<file path="src/rtl/tone_phase_engine.sv">
// tone_phase_engine: multi-channel DDS phase front end.
// Converts a tone in Hz into a phase increment floor(tone * 2^PHASE_W / SAMPLE_RATE)
// using a restoring divider, and runs one phase accumulator per channel.
// Optional build macro TONE_PHASE_RESET_EN: a committed write also clears the
// target channel's accumulator (phase-coherent note start).
module tone_phase_engine #(
  parameter int NUM_CH      = 4,
  parameter int TONE_W      = 10,
  parameter int PHASE_W     = 32,
  parameter int SAMPLE_RATE = 48000,
  localparam int CH_W       = (NUM_CH > 1) ? $clog2(NUM_CH) : 1
) (
  input  logic                      clk_in,
  input  logic                      rst_in,
  input  logic                      sample_tick_in,
  input  logic                      cfg_valid_in,
  output logic                      cfg_ready_out,
  input  logic [CH_W-1:0]           cfg_ch_in,
  input  logic [TONE_W-1:0]         cfg_tone_in,
  output logic                      done_out,
  output logic                      err_out,
  output logic [NUM_CH*PHASE_W-1:0] phase_out
);

  // Numerator is tone << PHASE_W; the remainder never exceeds the divisor,
  // so one extra bit above the divisor width covers the shifted remainder.
  localparam int NUM_W = TONE_W + PHASE_W;
  localparam int REM_W = $clog2(SAMPLE_RATE) + 1;
  localparam int CNT_W = $clog2(NUM_W);
  localparam logic [REM_W-1:0] DIVISOR   = REM_W'(SAMPLE_RATE);
  localparam logic [CNT_W-1:0] LAST_STEP = CNT_W'(NUM_W - 1);

  typedef enum logic [1:0] {S_IDLE, S_DIV, S_COMMIT} state_t;

  state_t             r_state;
  state_t             w_state_next;
  logic [CH_W-1:0]    r_ch;
  logic               r_nyq;
  logic               r_bad_ch;
  logic [NUM_W-1:0]   r_num;      // numerator shifts out, quotient shifts in
  logic [REM_W-2:0]   r_rem;
  logic [CNT_W-1:0]   r_cnt;

  logic               w_accept;
  logic               w_bad_ch;
  logic               w_nyquist;
  logic [REM_W-1:0]   w_shift;
  logic               w_fits;
  logic [REM_W-2:0]   w_rem_next;
  logic [PHASE_W-1:0] w_quot;

  assign w_accept   = cfg_valid_in && cfg_ready_out;
  assign w_bad_ch   = 32'(cfg_ch_in) >= 32'(NUM_CH);
  assign w_nyquist  = 32'({cfg_tone_in, 1'b0}) >= 32'(SAMPLE_RATE);
  assign w_shift    = {r_rem, r_num[NUM_W-1]};
  assign w_fits     = w_shift >= DIVISOR;
  assign w_rem_next = w_fits ? (REM_W-1)'(w_shift - DIVISOR) : w_shift[REM_W-2:0];
  assign w_quot     = r_num[PHASE_W-1:0];

  // FSM state register
  always_ff @(posedge clk_in) begin
    if (rst_in) r_state <= S_IDLE;
    else        r_state <= w_state_next;
  end

  // FSM next state and handshake/status outputs
  always_comb begin
    w_state_next  = r_state;
    cfg_ready_out = 1'b0;
    done_out      = 1'b0;
    case (r_state)
      S_IDLE: begin
        cfg_ready_out = 1'b1;
        if (cfg_valid_in && !w_bad_ch)
          w_state_next = w_nyquist ? S_COMMIT : S_DIV;
      end
      S_DIV: begin
        if (r_cnt == '0) w_state_next = S_COMMIT;
      end
      S_COMMIT: begin
        done_out     = 1'b1;
        w_state_next = S_IDLE;
      end
      default: w_state_next = S_IDLE;
    endcase
  end

  // A bad channel flags in the cycle after accept; Nyquist flags alongside its commit
  assign err_out = r_bad_ch || (done_out && r_nyq);

  // Latch the request at accept, then run one restoring-divide step per DIV cycle
  always_ff @(posedge clk_in) begin
    if (rst_in) begin
      r_ch     <= '0;
      r_nyq    <= 1'b0;
      r_bad_ch <= 1'b0;
      r_num    <= '0;
      r_rem    <= '0;
      r_cnt    <= '0;
    end else begin
      r_bad_ch <= w_accept && w_bad_ch;
      if (w_accept && !w_bad_ch) begin
        r_ch  <= cfg_ch_in;
        r_nyq <= w_nyquist;
        r_num <= w_nyquist ? '0 : {cfg_tone_in, {PHASE_W{1'b0}}};
        r_rem <= '0;
        r_cnt <= LAST_STEP;
      end else if (r_state == S_DIV) begin
        r_num <= {r_num[NUM_W-2:0], w_fits};
        r_rem <= w_rem_next;
        r_cnt <= r_cnt - 1'b1;
      end
    end
  end

  // Per-channel increment and accumulator; a tick in the commit cycle uses the old increment
  for (genvar gi = 0; gi < NUM_CH; gi++) begin : g_ch
    logic [PHASE_W-1:0] r_acc;
    logic [PHASE_W-1:0] r_inc;
    logic               w_hit;

    assign w_hit = done_out && (r_ch == CH_W'(gi));

    // Increment written at the end of COMMIT; accumulator advanced on each tick
    always_ff @(posedge clk_in) begin
      if (rst_in) begin
        r_inc <= '0;
        r_acc <= '0;
      end else begin
        if (w_hit) r_inc <= w_quot;
`ifdef TONE_PHASE_RESET_EN
        if (w_hit)               r_acc <= '0;
        else if (sample_tick_in) r_acc <= r_acc + r_inc;
`else
        if (sample_tick_in)      r_acc <= r_acc + r_inc;
`endif
      end
    end

    assign phase_out[gi*PHASE_W +: PHASE_W] = r_acc;
  end

endmodule

</file>
<file path="config.mk">
export PLATFORM = sky130hd
export DESIGN_NAME = tone_phase_engine
export DESIGN_NICKNAME = d
export VERILOG_FILES = /design/src/rtl/tone_phase_engine.sv
export SDC_FILE = /design/constraint.sdc
export NUM_CORES = 1
export LEC_CHECK = 0
export CORE_ASPECT_RATIO = 0.8
export CORE_UTILIZATION = 40
export DETAILED_ROUTE_END_ITERATION = 8
export GPL_ROUTABILITY_DRIVEN = 1
export GPL_TIMING_DRIVEN = 0
export MAX_ROUTING_LAYER = met4
export PLACE_DENSITY = 0.63
export SLEW_MARGIN = 20
export SYNTH_ARGS = -nofsm -noshare
export SYNTH_HDL_FRONTEND = slang
export SYNTH_SLANG_ARGS = --single-unit
export TNS_END_PERCENT = 5
</file>
<file path="constraint.sdc">
create_clock -name clk_in -period 2.8 [get_ports clk_in]
set_input_delay 0.42 -clock clk_in [delete_from_list [all_inputs] [get_ports clk_in]]
set_output_delay 0.42 -clock clk_in [all_outputs]
set_load 0.005 [all_outputs]
</file>
---- Yosys cells after proc, flatten, opt, wreduce, memory -nomap -nowiden ----
Cells that the tools add are included.
word-level totals
  register bits after elaboration ......... 324
  latch bits .............................. 0
  RAM bits ................................ 0
  memory bits (read-only) ................. 0
  bits of input ports ..................... 16
  output and inout bits ................... 131
  logic and storage cells ................. 50
  memories ................................ 0
operators by class
  add/subtract/negate cells ............... 6
  multiply operators ...................... 0
  div/mod/pow operators ................... 0
  magnitude comparators ................... 1
  equality and inequality tests ........... 7
  shifts and indexed selects .............. 0
  mux-type cells .......................... 10
  bitwise gates (word level) .............. 0
  reduce and logical (&&, ||, !) cells .... 11
operator list
  operator                count
  $add 32x32->32          4
  $mux 42                 2
  $ge 17x16->1 const B    1
  $mux 16                 1
  $sub 16x16->16 const B  1
  $mux 6                  2
  $eq 2x2->1 const B      3
  $logic_not 6->1         1
  $sub 6x1->6 const B     1
  $logic_and 1x1->1       5
  $eq 2x1->1 const B      2
  $logic_not 2->1         2
  $mux 2                  2
  $ne 2x2->1 const B      2
  $pmux 2 s2              1
  $mux 1                  2
  $reduce_and 2->1        1
  $reduce_bool 2->1       1
  $reduce_or 2->1         1

---- Longest topological paths before layout ----
  word-level depth ........................ 4
  depth in mapped cells ................... 11
  depth with buffers taken out ............ 11

---- Worst setup path after synthesis ----
Ideal clock, no wire load.
  path type ............................... register -> register
  from .................................... reg g_ch[1].r_acc[0]
  to ...................................... reg g_ch[1].r_acc[30]
  library setup time ...................... 0.128 ns
  arrival time ............................ 2.619 ns
  data required time ...................... 2.672 ns
  slack ................................... 0.053 ns
  cell stages (with the launch flop) ...... 12
  buffers on the path ..................... 0
  period minus slack after synthesis ...... 2.747 ns
  cells stage by stage .................... dfxtp_1 ha_1 fa_1 a211oi_1 nor2_1 o2111ai_1 a21boi_1 a211oi_1 o31ai_1 a31oi_1 xor2_1 o21ai_0
between the ends
  word-level cells in the longest chain between the ends .. 1
ends and longest elaborated chain
  item                    RTL line  text
  from (decl)             118       logic [PHASE_W-1:0] r_acc;
  from (signal assigned)  135       if (sample_tick_in) r_acc <= r_acc + r_inc;
  $add 32x32->32          135
No other way between the ends.
A chain may end at the register's enable or synchronous reset.

---- Worst setup path in the final report ----
  from .................................... reg g_ch[3].r_acc[0]
  to ...................................... reg g_ch[3].r_acc[26]
between the ends
  word-level cells in the longest chain between the ends .. 1
ends and longest elaborated chain
  item                    RTL line
  from (decl)             118
  from (signal assigned)  135
  $add 32x32->32          135
No other way between the ends.

==> reports/qor.csv <==
stage,metric,value,unit
synth,#FFs+latches synth,324,
run_status,outcome,"finished, violations left",
run_status,failing checks,"design-rule violations, negative setup slack",
timing,TNS Setup,-0.130,ns
floorplanning,DIE WIDTH,234,µm
cts,CTS tree,done,
finish,NumNets Final,2486,
global_route,largest net degree at the start of global routing,15,
setup_path,critical path class,flip-flop to flip-flop,
drt,DRC,11,
synth,most frequent cell after synthesis,nand2_1,
synth,"area leader, netlist",dfxtp_1,
setup_path,crit path launch type,flip-flop,
floorplanning,row count,67,
drt,DR vias,16023,
min_path,hold crit path type,flip-flop to flip-flop,
cts,Max Buffers Root-to-Sink,3,
synth,Mapped Nets,2283,
synth,Synth top area share,37.6,%
cts,hold buffer count at cts,0,
synth,"Avg Cell Area, Syn",8.07,µm²
finish,area growth from synthesis to layout,24.7,%
synth,mapped cell area,17200,µm²
synth,"EDFF count, synth",0,
finish,diode count,0,
timing,Final Cycle Share,102,%
drt,First-pass DRT Iterations,7,
placement,RePlAce Congestion,0.915,
placement,DP HPWL,39.9,mm
cts,CTS clock-pin slew for the worst setup and hold paths,0.06,ns
power,P_leak,8.57,nW
power,Reg power frac,45.3,%
setup_path,WP data arrival,3.24,ns
setup_path,required time of the critical path,3.18,ns
power,Combinational Power Share,5.4,%
synth,synth warn,0,
setup_path,CP Capture Type,flip-flop,
global_route,global-route wire length before repair,83.9,mm
synth,multiplexer area fraction after synthesis,4.03,%
power,Clock Power Share,49.3,%
cts,Num Clock Sinks,324,
finish,filler cell count,3911,
finish,share of cells above drive strength 1,9.51,%
timing,RSZ-0062 raised after global routing,true,
global_route,Total GRT Usage,25.2,%
synth,compound-gate portion of the synthesized area,21.9,%
placement,Port-buffer cells,144,
synth,"FFs w/ async S/R, synth",0,%
power,Switch Pwr,0.00246,W
synth,Post-Synth XOR/XNOR Area,6.10,%
finish,Finished Layout Cells,2918,
timing,Pins Over Slew Limit,0,
drt,WL final,55.2,mm
timing,measured slew at the worst slew-check pin,1.22,ns
synth,Post-Synthesis Cells,2136,
power,switching part of the total,23.7,%
cts,clk_lat worst skew,0.54,ns
synth,largest family of logic cells by synthesized area,compound AO/OA/AOI/OAI gates,
timing,slew margin rel.,18.8,%
drt,starting DRC count in detailed routing,1301,
power,pwr dens,482,nW/µm²
floorplanning,Top Ports,147,
global_route,grt total ovfl,0,
global_route,initial antenna violation count,0,
drt,Wirelength per Cell,18.9,µm
synth,sequential fraction of the synthesis area,37.6,%
synth,Most used DFF post-synth,dfxtp_1,
setup_path,Critical Path Fanout Max,3,
timing,Peak Freq,0.350,GHz
synth,Post-Synth Adder-Cell Area,9.68,%
power,Total Power,0.0104,W
timing,setup slack after layout,-0.0600,ns
timing,"Hold Violations, Final",0,
timing,# setup viols final,3,
power,worst vdd rail ir drop,0.000373,V
timing,min Tclk post-route,2.86,ns
cts,H-tree depth,2,
synth,Synth Area in Simple Gates,17.6,%
power,P_int,0.00790,W
synth,Area contributors post-synth,"dfxtp_1 38%, nand2_1 9.7%, ha_1 9.2%",
global_route,vias in the first global route,15108,
flow_run,Max Cap Viol,0,
placement,Placed Cells,2832,
floorplanning,core area,42200,µm²
timing,Final Skew,0.0244,ns
drt,Vias/cell,5.49,
drt,antenna-violating nets left,0,
floorplanning,DIE AREA,43900,µm²
cts,Num CTS Buffers,37,
floorplanning,Initial Utilization,40.9,%
synth,most instantiated cells after synthesis,"447 x nand2_1, 324 x dfxtp_1, 290 x a21oi_1",
synth,Synth cell types,69,
cts,CTS Root Cell,clkbuf_16,
floorplanning,Die Ht,188,µm
registers in the layout, summed over array words and instances (netlist names):
name	count
r_ch	2
r_rem	16
r_state	2
r_cnt	6
g_ch.r_inc	128
g_ch.r_acc	128
r_num	42
power groups by stage:
| stage | registers [W] | clock network [W] | logic, W |
|---|---|---|---|
| after floorplan | 0.00479 | 0 | 0.000336 |
| after global placement | 0.00480 | 0 | 0.000531 |
| after detailed placement | 0.00480 | 0 | 0.000543 |
| after CTS | 0.00470 | 0.00518 | 0.000550 |
| after global routing | 0.00470 | 0.00537 | 0.000605 |
| final | 0.00470 | 0.00511 | 0.000558 |
path summary, 6_finish.rpt:
kind,to,startpoint,cells after the start,slack (ns)
hold / removal,r_num[38],r_num[38],2,0.46
hold reg to reg,r_num[38],r_num[38],2,0.46
setup / recovery,g_ch[3].r_acc[26],g_ch[3].r_acc[0],11,-0.06
setup reg to reg,g_ch[3].r_acc[26],g_ch[3].r_acc[0],11,-0.06
cells in the final DEF, fill, tap and decap left out, types with 7 or more instances in the layout:
cell	instances
nand2_1	446
dfxtp_1	306
a21oi_1	278
nor2_1	156
clkdlybuf4s50_1	144
ha_1	105
clkbuf_1	94
o21ai_0	76
xnor2_1	73
a21o_1	72
mux2i_1	66
xor2_1	46
clkbuf_16	39
buf_4	28
inv_1	26
a211oi_1	24
nand3_1	22
nand2b_1	18
o21bai_1	16
ha_4	16
nor3_1	15
o21ai_1	15
nor2b_1	15
dfxtp_2	13
and3_1	12
a31oi_1	12
o21a_1	12
a21oi_2	11
o211ai_1	11
a22oi_1	10
nand4_1	9
a211oi_2	7
kinds of logic (layout without fill, tap and decap cells):
| group | after synthesis | count (layout) |
|---|---|---|
| AOI/OAI and AO/OA | 623 | 623 |
| DFF | 324 | 324 |
| xor gates and xnor gates | 120 | 120 |
| muxes | 69 | 69 |
| adders and majority gates | 131 | 131 |
| buffers and inverters | 138 | 368 |
| and+or+nand+nor | 730 | 730 |
| other | 1 | 1 |
cell type report:
| class | count | area, µm² | share of cell area [%] |
|---|---|---|---|
| well taps | 552 | 691 | 3.21 |
| plain buffers | 105 | 438 | 2.04 |
| flip-flops and latches | 324 | 6520 | 30.3 |
| clock buffers | 51 | 1080 | 5.03 |
| multi-input cells | 1674 | 10800 | 50.4 |
| inverters | 26 | 97.6 | 0.454 |
| repair buffers | 171 | 1640 | 7.64 |
| clock inverters | 15 | 193 | 0.896 |
metal layers:
layer / wire length [µm] / global-route usage [%]
met5: 0 / -
met4: 1670 / 7.92
met3: 3710 / 4.21
met2: 25000 / 39.2
met1: 24800 / 33.2
timing repair:
action,in CTS,in global routing
setup buffers,10,17
pin swaps,22,51
gates resized for setup,62,93
setup endpoints to repair,99,76
metrics by stage:
step                setup slack (ns)  hold slack [ns]  instance area, µm²  utilization (%)
global route                  -0.192            0.479               21500             51.0
floorplan                     0.0527            0.436               17200                -
detailed placement             -1.09            0.448               19400             45.9
global placement               -1.05            0.443               19400             45.9
finish                       -0.0600            0.455               21500             51.0
CTS                          -0.0863            0.456               21000             49.8
worst max-delay path, cell delays in order (launching register included):
cell and delay (ns):
dfxtp_4 0.35, ha_4 0.17, fa_2 0.41, a211oi_4 0.29
o211ai_1 0.17, a21oi_2 0.22, o31a_1 0.21, o211ai_1 0.10
a21o_1 0.22, a31oi_2 0.21, xor2_1 0.26, o21ai_1 0.09
(Power assumes the default switching activity.)
